## src/rtl/mem_port_arbiter.sv

```systemverilog
// mem_port_arbiter: shares one RAM port between instruction fetch and load/store,
// one transaction in flight. Define MEM_ARB_TIMEOUT_EN to build the WAIT watchdog.
module mem_port_arbiter #(
  parameter int unsigned ADDR_W         = 32,
  parameter int unsigned DATA_W         = 32,
  parameter int unsigned MAX_DSTREAK    = 3,
  parameter int unsigned TIMEOUT_CYCLES = 255
) (
  input  logic              clk,
  input  logic              rst,
  input  logic              if_req,
  input  logic [ADDR_W-1:0] if_addr,
  output logic [DATA_W-1:0] if_rdata,
  output logic              if_valid,
  input  logic              d_req,
  input  logic              d_we,
  input  logic [3:0]        d_wstrb,
  input  logic [ADDR_W-1:0] d_addr,
  input  logic [DATA_W-1:0] d_wdata,
  output logic [DATA_W-1:0] d_rdata,
  output logic              d_valid,
  output logic              ram_en,
  output logic              ram_we,
  output logic [3:0]        ram_wstrb,
  output logic [ADDR_W-1:0] ram_addr,
  output logic [DATA_W-1:0] ram_wdata,
  input  logic [DATA_W-1:0] ram_rdata,
  input  logic              ram_ack,
  output logic              mem_busy,
  output logic              err
);

  typedef enum logic [1:0] {IDLE, IF_WAIT, D_WAIT} state_t;

  localparam int unsigned SW = $clog2(MAX_DSTREAK + 1);
  localparam logic [SW-1:0] STREAK_MAX = SW'(MAX_DSTREAK);

  state_t        state, state_nxt;
  logic [SW-1:0] streak;
  logic          if_elig, d_elig;
  logic          grant_d, grant_if;
  logic          done, abort;
  logic          timeout_hit;

  always_ff @(posedge clk) begin
    if (rst) state <= IDLE;
    else     state <= state_nxt;
  end

  // A requester whose valid is pulsing is still holding its old request; mask it.
  always_comb begin
    if_elig   = if_req && !if_valid;
    d_elig    = d_req && !d_valid;
    grant_d   = 1'b0;
    grant_if  = 1'b0;
    done      = 1'b0;
    abort     = 1'b0;
    state_nxt = state;
    case (state)
      IDLE: begin
        grant_d  = d_elig && !(if_elig && streak == STREAK_MAX);
        grant_if = !grant_d && if_elig;
        if (grant_d)       state_nxt = D_WAIT;
        else if (grant_if) state_nxt = IF_WAIT;
      end
      IF_WAIT, D_WAIT: begin
        done  = ram_ack;
        abort = !ram_ack && timeout_hit;
        if (done || abort) state_nxt = IDLE;
      end
      default: state_nxt = IDLE;
    endcase
  end

  always_ff @(posedge clk) begin
    if (rst) begin
      ram_en    <= 1'b0;
      ram_we    <= 1'b0;
      ram_wstrb <= '0;
      ram_addr  <= '0;
      ram_wdata <= '0;
      if_rdata  <= '0;
      d_rdata   <= '0;
      if_valid  <= 1'b0;
      d_valid   <= 1'b0;
      streak    <= '0;
    end else begin
      ram_en   <= 1'b0;
      if_valid <= 1'b0;
      d_valid  <= 1'b0;
      if (state == IDLE) begin
        if (grant_d && if_req) begin
          if (streak != STREAK_MAX) streak <= streak + 1'b1;
        end else if (grant_if || !if_req) begin
          streak <= '0;
        end
        if (grant_d) begin
          ram_en    <= 1'b1;
          ram_addr  <= d_addr;
          ram_we    <= d_we;
          ram_wstrb <= d_wstrb;
          ram_wdata <= d_wdata;
        end else if (grant_if) begin
          ram_en    <= 1'b1;
          ram_addr  <= if_addr;
          ram_we    <= 1'b0;
          ram_wstrb <= '0;
        end
      end
      if (done || abort) begin
        ram_we    <= 1'b0;
        ram_wstrb <= '0;
        if (state == IF_WAIT) begin
          if_rdata <= abort ? '0 : ram_rdata;
          if_valid <= 1'b1;
        end else begin
          // Stores keep the last load result; an aborted access returns zero.
          if (abort)        d_rdata <= '0;
          else if (!ram_we) d_rdata <= ram_rdata;
          d_valid <= 1'b1;
        end
      end
    end
  end

  assign mem_busy = (state != IDLE);

`ifdef MEM_ARB_TIMEOUT_EN
  localparam int unsigned WW = $clog2(TIMEOUT_CYCLES + 1);

  logic [WW-1:0] wd;
  logic          err_q;

  assign timeout_hit = (wd == WW'(TIMEOUT_CYCLES - 1));
  assign err         = err_q;

  always_ff @(posedge clk) begin
    if (rst) begin
      wd    <= '0;
      err_q <= 1'b0;
    end else begin
      if (state == IDLE)  wd <= '0;
      else if (!ram_ack)  wd <= wd + 1'b1;
      if (abort) err_q <= 1'b1;
    end
  end
`else
  assign timeout_hit = 1'b0;
  assign err         = 1'b0;
`endif

endmodule

```

## config.mk

```make
export PLATFORM = sky130hd
export DESIGN_NAME = mem_port_arbiter
export DESIGN_NICKNAME = d
export VERILOG_FILES = /design/src/rtl/mem_port_arbiter.sv
export SDC_FILE = /design/constraint.sdc
export NUM_CORES = 1
export LEC_CHECK = 0
export ABC_CLOCK_PERIOD_IN_PS = 4700
export BUFFER_PORTS_ARGS = -buffer_cell sky130_fd_sc_hd__buf_2
export CORE_MARGIN = 2
export CORE_UTILIZATION = 35
export CTS_CLUSTER_DIAMETER = 60
export DETAILED_ROUTE_END_ITERATION = 10
export PLACE_DENSITY = 0.65
export REMOVE_ABC_BUFFERS = 1
export SKIP_CTS_REPAIR_TIMING = 1
export SKIP_LAST_GASP = 1
export SLEW_MARGIN = 20
export SYNTH_ARGS = -nofsm -noshare
export SYNTH_HDL_FRONTEND = slang
export SYNTH_SLANG_ARGS = --single-unit
```

## constraint.sdc

```tcl
create_clock -name clk -period 4.7 [get_ports clk]
set_input_delay 0 -clock clk [delete_from_list [all_inputs] [get_ports clk]]
set_output_delay 0 -clock clk [all_outputs]
set_load 0.03 [all_outputs]
```

==> results.tsv, run 1 <==
stage	metric	value	unit
floorplan	die_area	15600	um2
setup_path	path_class	register to register	
logic_synthesis	syn_area	5130	um2
timing	worst_slew_pin_slew	1020	ps
clocking	numCtsBuffers	17	
setup_path	startpoint_type	register	
pwr	power.total	3.74	mW
layout	fin_cells	1203	
timing	fin_crit	2550	ps
layout	mostFrequentLayoutCells	273 x buf_2, 194 x nand2_1, 140 x dfxtp_1	
global_route	grtUsageTotal	18.7	%
global_route	grt_max_degree	71	
floorplan	fp.dieW	125	um
clocking	clockBufferDepth	2	
route	drc	0	
timing	final_max_slew_viol_count	0	
setup_path	slowest_stage	nand2_1	
global_route	grt_pass1_vias	4775	
logic_synthesis	syn_avg_cell_area	8.29	um2
timing	fmax	392	MHz
floorplan	core_region_area	14400	um2
layout	final_nets	1146	
logic_synthesis	synth_area_leaders	dfxtp_1 55%, nand2_1 14%, a21oi_1 9.5%, o2bb2ai_1 5.5%, nor2_1 2.9%	
clocking	cts_tree	built	
setup_path	worstSetupEndpointType	register	
timing	slew_headroom	32.1	%
floorplan	num_rows	44	
flow_run	maxCapViolCount	0	
setup_path	crit_fanout	33	
layout	final_common_cell	buf_2	
global_route	grt_antenna_before_repair	1	
setup_path	required	5000	ps
placement	dp.cells	1037	
outcome	status	finished, final reports clean	
logic_synthesis	synth_top_cell_by_area	dfxtp_1	
placement	hpwl	10.5	mm
clocking	clk_latency	430	ps
layout	nFillCells	1281	
clocking	cts_max_level	4	
logic_synthesis	yosysSeqAreaShare	54.6	%
pwr	powerDensity	437	nW/um2
timing	setup_viol	0	
timing	fin_tns_setup	0	ps
layout	drive_above_1_share	31.5	%
logic_synthesis	synthDistinctLibCells	34	
floorplan	num_io_pins	276	
layout	postLayoutCoreUtil	59.3	%
route	viasPerCell	4.72	
route	routed_wl	17.1	mm
placement	port_buffers	274	
setup_path	critPathTopFamily	simple AND/OR/NAND/NOR gates	
timing	skew	14.1	ps
logic_synthesis	synth-seq-cells	140	
placement	routabilityCongestion	0.784	
floorplan	start_util	35.6	%
setup_path	slowest_delay	590	ps
logic_synthesis	synth_edf_count	0	
pwr	peakVddDrop	0.288	mV
clocking	clock_sinks	140	
layout	seqCellArea	2800	um2
route	ant_nets	0	
setup_path	cp_cell_sequence	ha_1 -> nand3b_1 -> nand2_1 -> o21ai_0 -> o2bb2ai_1 -> dlygate4sd3_1	
logic_synthesis	synth_top_area_share	54.6	%
setup_path	critPathBufInv	1	
worst_hold_path	hold_path.class	input pin to register	
setup_path	cp_data_arrival_time	2860	ps
route	drt_iter0_drc	247	
timing	fin_crit_sh	54.3	%
global_route	grt_pass1_wl	23.9	mm
route	drt_first_pass_iters	4	
timing	rsz0062_at_grt	false	
logic_synthesis	synth_cells	619	
layout	multi_input_area	2080	um2
pwr	p_leak	3.93	nW
clocking	cts_root_buf	clkbuf_16	
logic_synthesis	ys_warn_count	0	
route	wire_per_inst	14.2	um
logic_synthesis	synth_top_flop_cell	dfxtp_1	
floorplan	die_y	125	um
timing	hold_viol	0	
timing	timing.final.ws_setup	2150	ps
logic_synthesis	async_flop_share	0	%
layout	syn2layout_area_growth	66.6	%
global_route	grt-ovfl-total	0	
placement	pre_cts_ws	2500	ps
clocking	path_clk_slew	60	ps
route	vias	5681	
[power by group]
part / total (mW) / internal [mW] / leakage (nW) / switching [mW]
Sequential: 1.36 / 1.30 / 1.14 / 0.0563
Combinational: 0.884 / 0.331 / 2.46 / 0.553
Clock: 1.50 / 0.996 / 0.333 / 0.501
Total: 3.74 / 2.63 / 3.93 / 1.11
[worst reg2reg max path, stage by stage, from the launching register on]
cell and delay [ps]:
dfxtp_1 310, ha_1 220, nand3b_1 120, nand2_1 590, o21ai_0 530, o2bb2ai_1 110
dlygate4sd3_1 560
[metal layers]
layer | vias up | routed length (um) | GRT usage [%]
met2 | 191 | 8840 | 32.8
met1 | 2613 | 6900 | 21.7
met5 | - | 0 | 0
met4 | 0 | 429 | 6.60
met3 | 43 | 928 | 5.31
li1 | 2834 | - | -
[flip-flops by register name, indices dropped and copies added (netlist names)]
register and count:
ram_addr 32, if_valid 1, state 2, ram_wstrb 4
d_rdata 32, streak 2, ram_en 1, if_rdata 32
d_valid 1, ram_we 1, ram_wdata 32
[cell type report]
type	count	area share (%)
flip-flops and latches	140	32.8
diodes	1	0.0293
inverters	3	0.132
clock inverters	11	2.19
multi-input cells	429	24.3
well taps	184	2.69
clock buffers	21	5.62
repair buffers	414	32.2
[path summary, 6_finish.rpt]
check,slack (ps),cells after the start,from,endpoint
max,2150,6,streak[0],ram_addr[22]
min,4,3,ram_ack,d_valid
max reg2reg,2150,6,streak[0],ram_addr[22]
min reg2reg,450,2,if_rdata[15],if_rdata[15]
[synth_stat cells (all sizes together) (2+ instances only)]
cell       n
nor2b      3
clkbuf    21
nand2    194
or3        2
dfxtp    140
o21ai     32
nor2      39
nor3       2
nand2b     4
a21oi     98
o31ai      2
and3       2
a22oi      5
nand3      2
ha         3
inv        3
buf       26
o2bb2ai   32
nand3b     2
[cell families after synthesis]
group,share of synthesized area [%]
AOI/OAI and AO/OA,19.8
muxes,0.219
other,0.0731
DFF,54.6
and+or+nand+nor,19.5
buffers and inverters,5.05
adders and majority gates,0.731
[per-stage QoR]
stage	cell area, um2	hold slack (ps)
3_5_place_dp	6550	246
3_3_place_gp	6550	234
2_1_floorplan	4880	69.1
4_1_cts	7220	-196
5_1_grt	8550	13.3
6_report	8550	3.73
(Power assumes the default switching activity.)
==> run 2: changes to the inputs <==
--- a/config.mk
+++ b/config.mk
@@ -5,13 +5,13 @@
 export SDC_FILE = /design/constraint.sdc
 export NUM_CORES = 1
 export LEC_CHECK = 0
-export ABC_CLOCK_PERIOD_IN_PS = 4700
+export ABC_AREA = 1
+export ABC_CLOCK_PERIOD_IN_PS = 2600
 export BUFFER_PORTS_ARGS = -buffer_cell sky130_fd_sc_hd__buf_2
 export CORE_MARGIN = 2
 export CORE_UTILIZATION = 35
 export CTS_CLUSTER_DIAMETER = 60
 export DETAILED_ROUTE_END_ITERATION = 10
-export PLACE_DENSITY = 0.65
 export REMOVE_ABC_BUFFERS = 1
 export SKIP_CTS_REPAIR_TIMING = 1
 export SKIP_LAST_GASP = 1
==> constraint.sdc (replaced) <==
create_clock -name clk -period 2.6 [get_ports clk]
set_input_delay 0 -clock clk [delete_from_list [all_inputs] [get_ports clk]]
set_output_delay 0 -clock clk [all_outputs]
set_load 0.03 [all_outputs]
==> results.tsv, run 2 <==
stage	metric	value	unit	change
outcome	status	finished, final reports clean		unchanged
placement	pre_cts_ws	551	ps	was 2500 ps
setup_path	required	2930	ps	was 5000 ps
floorplan	core_region_area	14500	um2	was 14400 um2
timing	timing.final.ws_setup	241	ps	was 2150 ps
pwr	peakVddDrop	0.676	mV	was 0.288 mV
floorplan	num_rows	44		unchanged
pwr	powerDensity	1150	nW/um2	was 437 nW/um2
floorplan	fp.dieW	126	um	was 125 um
setup_path	crit_end	ram_addr[2]		was ram_addr[22]
layout	mostFrequentLayoutCells	274 x buf_2, 140 x dfxtp_1, 134 x dlygate4sd3_1		was 273 x buf_2, 194 x nand2_1, 140 x dfxtp_1
logic_synthesis	synthDistinctLibCells	25		was 34
pwr	pwr-share-clk	27.0	%	was 40.0%
pwr	p_comb_share	41.8	%	was 23.6%
setup_path	crit_path_start	state[0]		was streak[0]
layout	final_nets	1169		was 1146
setup_path	cp_data_arrival_time	2690	ps	was 2860 ps
placement	routabilityCongestion	0.783		was 0.784
floorplan	num_io_pins	276		unchanged
route	drc	0		unchanged
logic_synthesis	synth-seq-cells	140		unchanged
timing	hold_slack	51.1	ps	was 3.73 ps
timing	fin_tns_setup	0	ps	unchanged
setup_path	slowest_delay	600	ps	was 590 ps
logic_synthesis	synth_top_cell_by_area	dfxtp_1		unchanged
route	vias	5749		was 5681
clocking	cts_root_buf	clkbuf_16		unchanged
timing	final_max_slew_viol_count	0		unchanged
placement	port_buffers	274		unchanged
setup_path	slowest_stage	dlygate4sd3_1		was nand2_1
timing	hold_viol	0		unchanged
logic_synthesis	yosysSeqAreaShare	54.1	%	was 54.6%
pwr	switching_share	41.0	%	was 29.7%
logic_synthesis	synth_edf_count	0		unchanged
global_route	grt-ovfl-total	0		unchanged
logic_synthesis	ys_warn_count	0		unchanged
clocking	cts_tree	built		unchanged
setup_path	reg2regPathDepth	8		was 6
logic_synthesis	syn_area	5180	um2	was 5130 um2
timing	skew	13.9	ps	was 14.1 ps
pwr	p_leak	4.04	nW	was 3.93 nW
logic_synthesis	synth_most_common_cell	dfxtp_1		was nand2_1
setup_path	cp_cell_sequence	inv_1 -> ha_1 -> nand3_4 -> inv_2 -> buf_12 -> o22ai_1 -> dlygate4sd3_1 -> a21oi_1		was ha_1 -> nand3b_1 -> nand2_1 -> o21ai_0 -> o2bb2ai_1 -> dlygate4sd3_1
pwr	p_seq_share	31.2	%	was 36.3%
logic_synthesis	async_flop_share	0	%	unchanged
clocking	path_clk_slew	60	ps	about the same
placement	dpl_cell_area	6620	um2	was 6550 um2
setup_path	path_class	register to register		unchanged
layout	syn2layout_area_growth	66.2	%	was 66.6%
setup_path	r2r_slack	240	ps	was 2150 ps
floorplan	die_area	15800	um2	was 15600 um2
clocking	clk_latency	410	ps	was 430 ps
logic_synthesis	synth_top_area_share	54.1	%	was 54.6%
global_route	grt_antenna_before_repair	0		was 1
timing	fmax	424	MHz	was 392 MHz
setup_path	r2r-start	state[0]		was streak[0]
setup_path	crit_fanout	47		was 33
clocking	clock_sinks	140		unchanged
global_route	grt_pass1_wl	24.9	mm	was 23.9 mm
global_route	grt_max_degree	102		was 71
floorplan	die_y	126	um	was 125 um
layout	drive_above_1_share	30.8	%	was 31.5%
logic_synthesis	ys_top_cells_by_count	140 x dfxtp_1, 105 x a21oi_1, 94 x o21ai_0		was 194 x nand2_1, 140 x dfxtp_1, 97 x a21oi_1
layout	nFillCells	1318		was 1281
setup_path	r2r_end	ram_addr[2]		was ram_addr[22]
clocking	numCtsBuffers	17		unchanged
timing	worst_slew_pin_slew	1090	ps	was 1020 ps
layout	final_area	8610	um2	was 8550 um2
timing	slew_headroom	27.4	%	was 32.1%
pwr	p_int	5.85	mW	was 2.63 mW
layout	final_common_cell	buf_2		unchanged
route	routed_wl	17.6	mm	was 17.1 mm
timing	fin_crit_sh	90.7	%	was 54.3%
route	wire_per_inst	14.4	um	was 14.2 um
flow_run	maxCapViolCount	0		unchanged
pwr	switchingPower	4.06	mW	was 1.11 mW
route	ant_nets	0		unchanged
layout	diodes	0		was 1
route	drt_first_pass_iters	5		was 4
route	drt_iter0_drc	300		was 247
logic_synthesis	synth_area_leaders	dfxtp_1 54%, a21oi_1 10%, o21ai_0 9.1%, nand2_1 6.0%, nor2_1 5.1%		was dfxtp_1 55%, nand2_1 14%, a21oi_1 9.5%, o2bb2ai_1 5.5%, nor2_1 2.9%
global_route	grt_pass1_vias	4796		was 4775
clocking	clockBufferDepth	2		unchanged
logic_synthesis	synth_top_flop_cell	dfxtp_1		unchanged
worst_hold_path	hold_path.class	input pin to register		unchanged
setup_path	startpoint_type	register		unchanged
timing	setup_viol	0		unchanged
timing	fin_crit	2360	ps	was 2550 ps
route	viasPerCell	4.69		was 4.72
clocking	cts_max_level	4		unchanged
global_route	grtUsageTotal	19.7	%	was 18.7%
logic_synthesis	syn_avg_cell_area	8.06	um2	was 8.29 um2
setup_path	worstSetupEndpointType	register		unchanged
timing	rsz0062_at_grt	false		unchanged
logic_synthesis	synth_cells	643		was 619
floorplan	start_util	35.8	%	was 35.6%
placement	hpwl	10.7	mm	was 10.5 mm
[run 2: worst max-delay path, delay by kind of cell (launching register included)]
kind                       cells  cell delay (ps)
buffers and inverters          4             1300
AOI/OAI and AO/OA              2              240
adders and majority gates      1              300
and+or+nand+nor                1              100
DFF                            1              310
[run 2: layout make-up]
cell class              instances  area (um2)  area share (%)
flip-flops and latches        140        2800            32.5
clock buffers                  22         464            5.39
multi-input cells             407        1960            22.8
well taps                     184         230            2.67
clock inverters                10         186            2.16
repair buffers                414        2780            32.3
inverters                      48         185            2.15
[run 2: logic make-up after synthesis]
group                    share of synthesized area, %
other                                          0.0724
adder cells (fa/ha/maj)                         0.725
buffers and inverters                            8.16
flip-flops                                       54.1
AND/OR/NAND/NOR                                  13.1
AO/OA/AOI/OAI                                    23.9
[run 2: power by group through the flow]
stage | logic, mW | registers (mW) | clock network [mW]
6_report | 4.14 | 3.09 | 2.67
2_1_floorplan | 1.31 | 4.35 | 0
4_1_cts | 3.83 | 3.09 | 2.72
3_3_place_gp | 3.81 | 3.11 | 0
5_1_grt | 4.48 | 3.17 | 2.82
3_5_place_dp | 3.83 | 3.11 | 0
[run 2: worst min path at each step]
stage	slack [ps]	startpoint	end	cells after the start
after global routing	90	if_req	streak[1]	5
after detailed placement	250	ram_rdata[24]	d_rdata[24]	3
after CTS	-190	ram_rdata[29]	d_rdata[29]	3
after global placement	240	ram_rdata[30]	d_rdata[30]	3
after floorplan	70	rst	ram_wdata[0]	1
final	50	if_req	streak[0]	4
[run 2: layer usage]
metal | vias to the layer above | wire (um) | global-route usage [%]
li1 | 2918 | - | -
met1 | 2641 | 7310 | 24.7
met2 | 157 | 9150 | 32.9
met3 | 33 | 793 | 5.27
met4 | 0 | 366 | 6.34
met5 | - | 0 | 0
[run 2: metrics by stage]
| step | std cells | utilization, % | power [mW] |
|---|---|---|---|
| floorplan | 595 | - | 5.65 |
| global placement | 1059 | 45.7 | 6.93 |
| detailed placement | 1059 | 45.7 | 6.94 |
| CTS | 1091 | 50.2 | 9.64 |
| global route | 1225 | 59.5 | 10.5 |
| finish | 1225 | 59.5 | 9.90 |
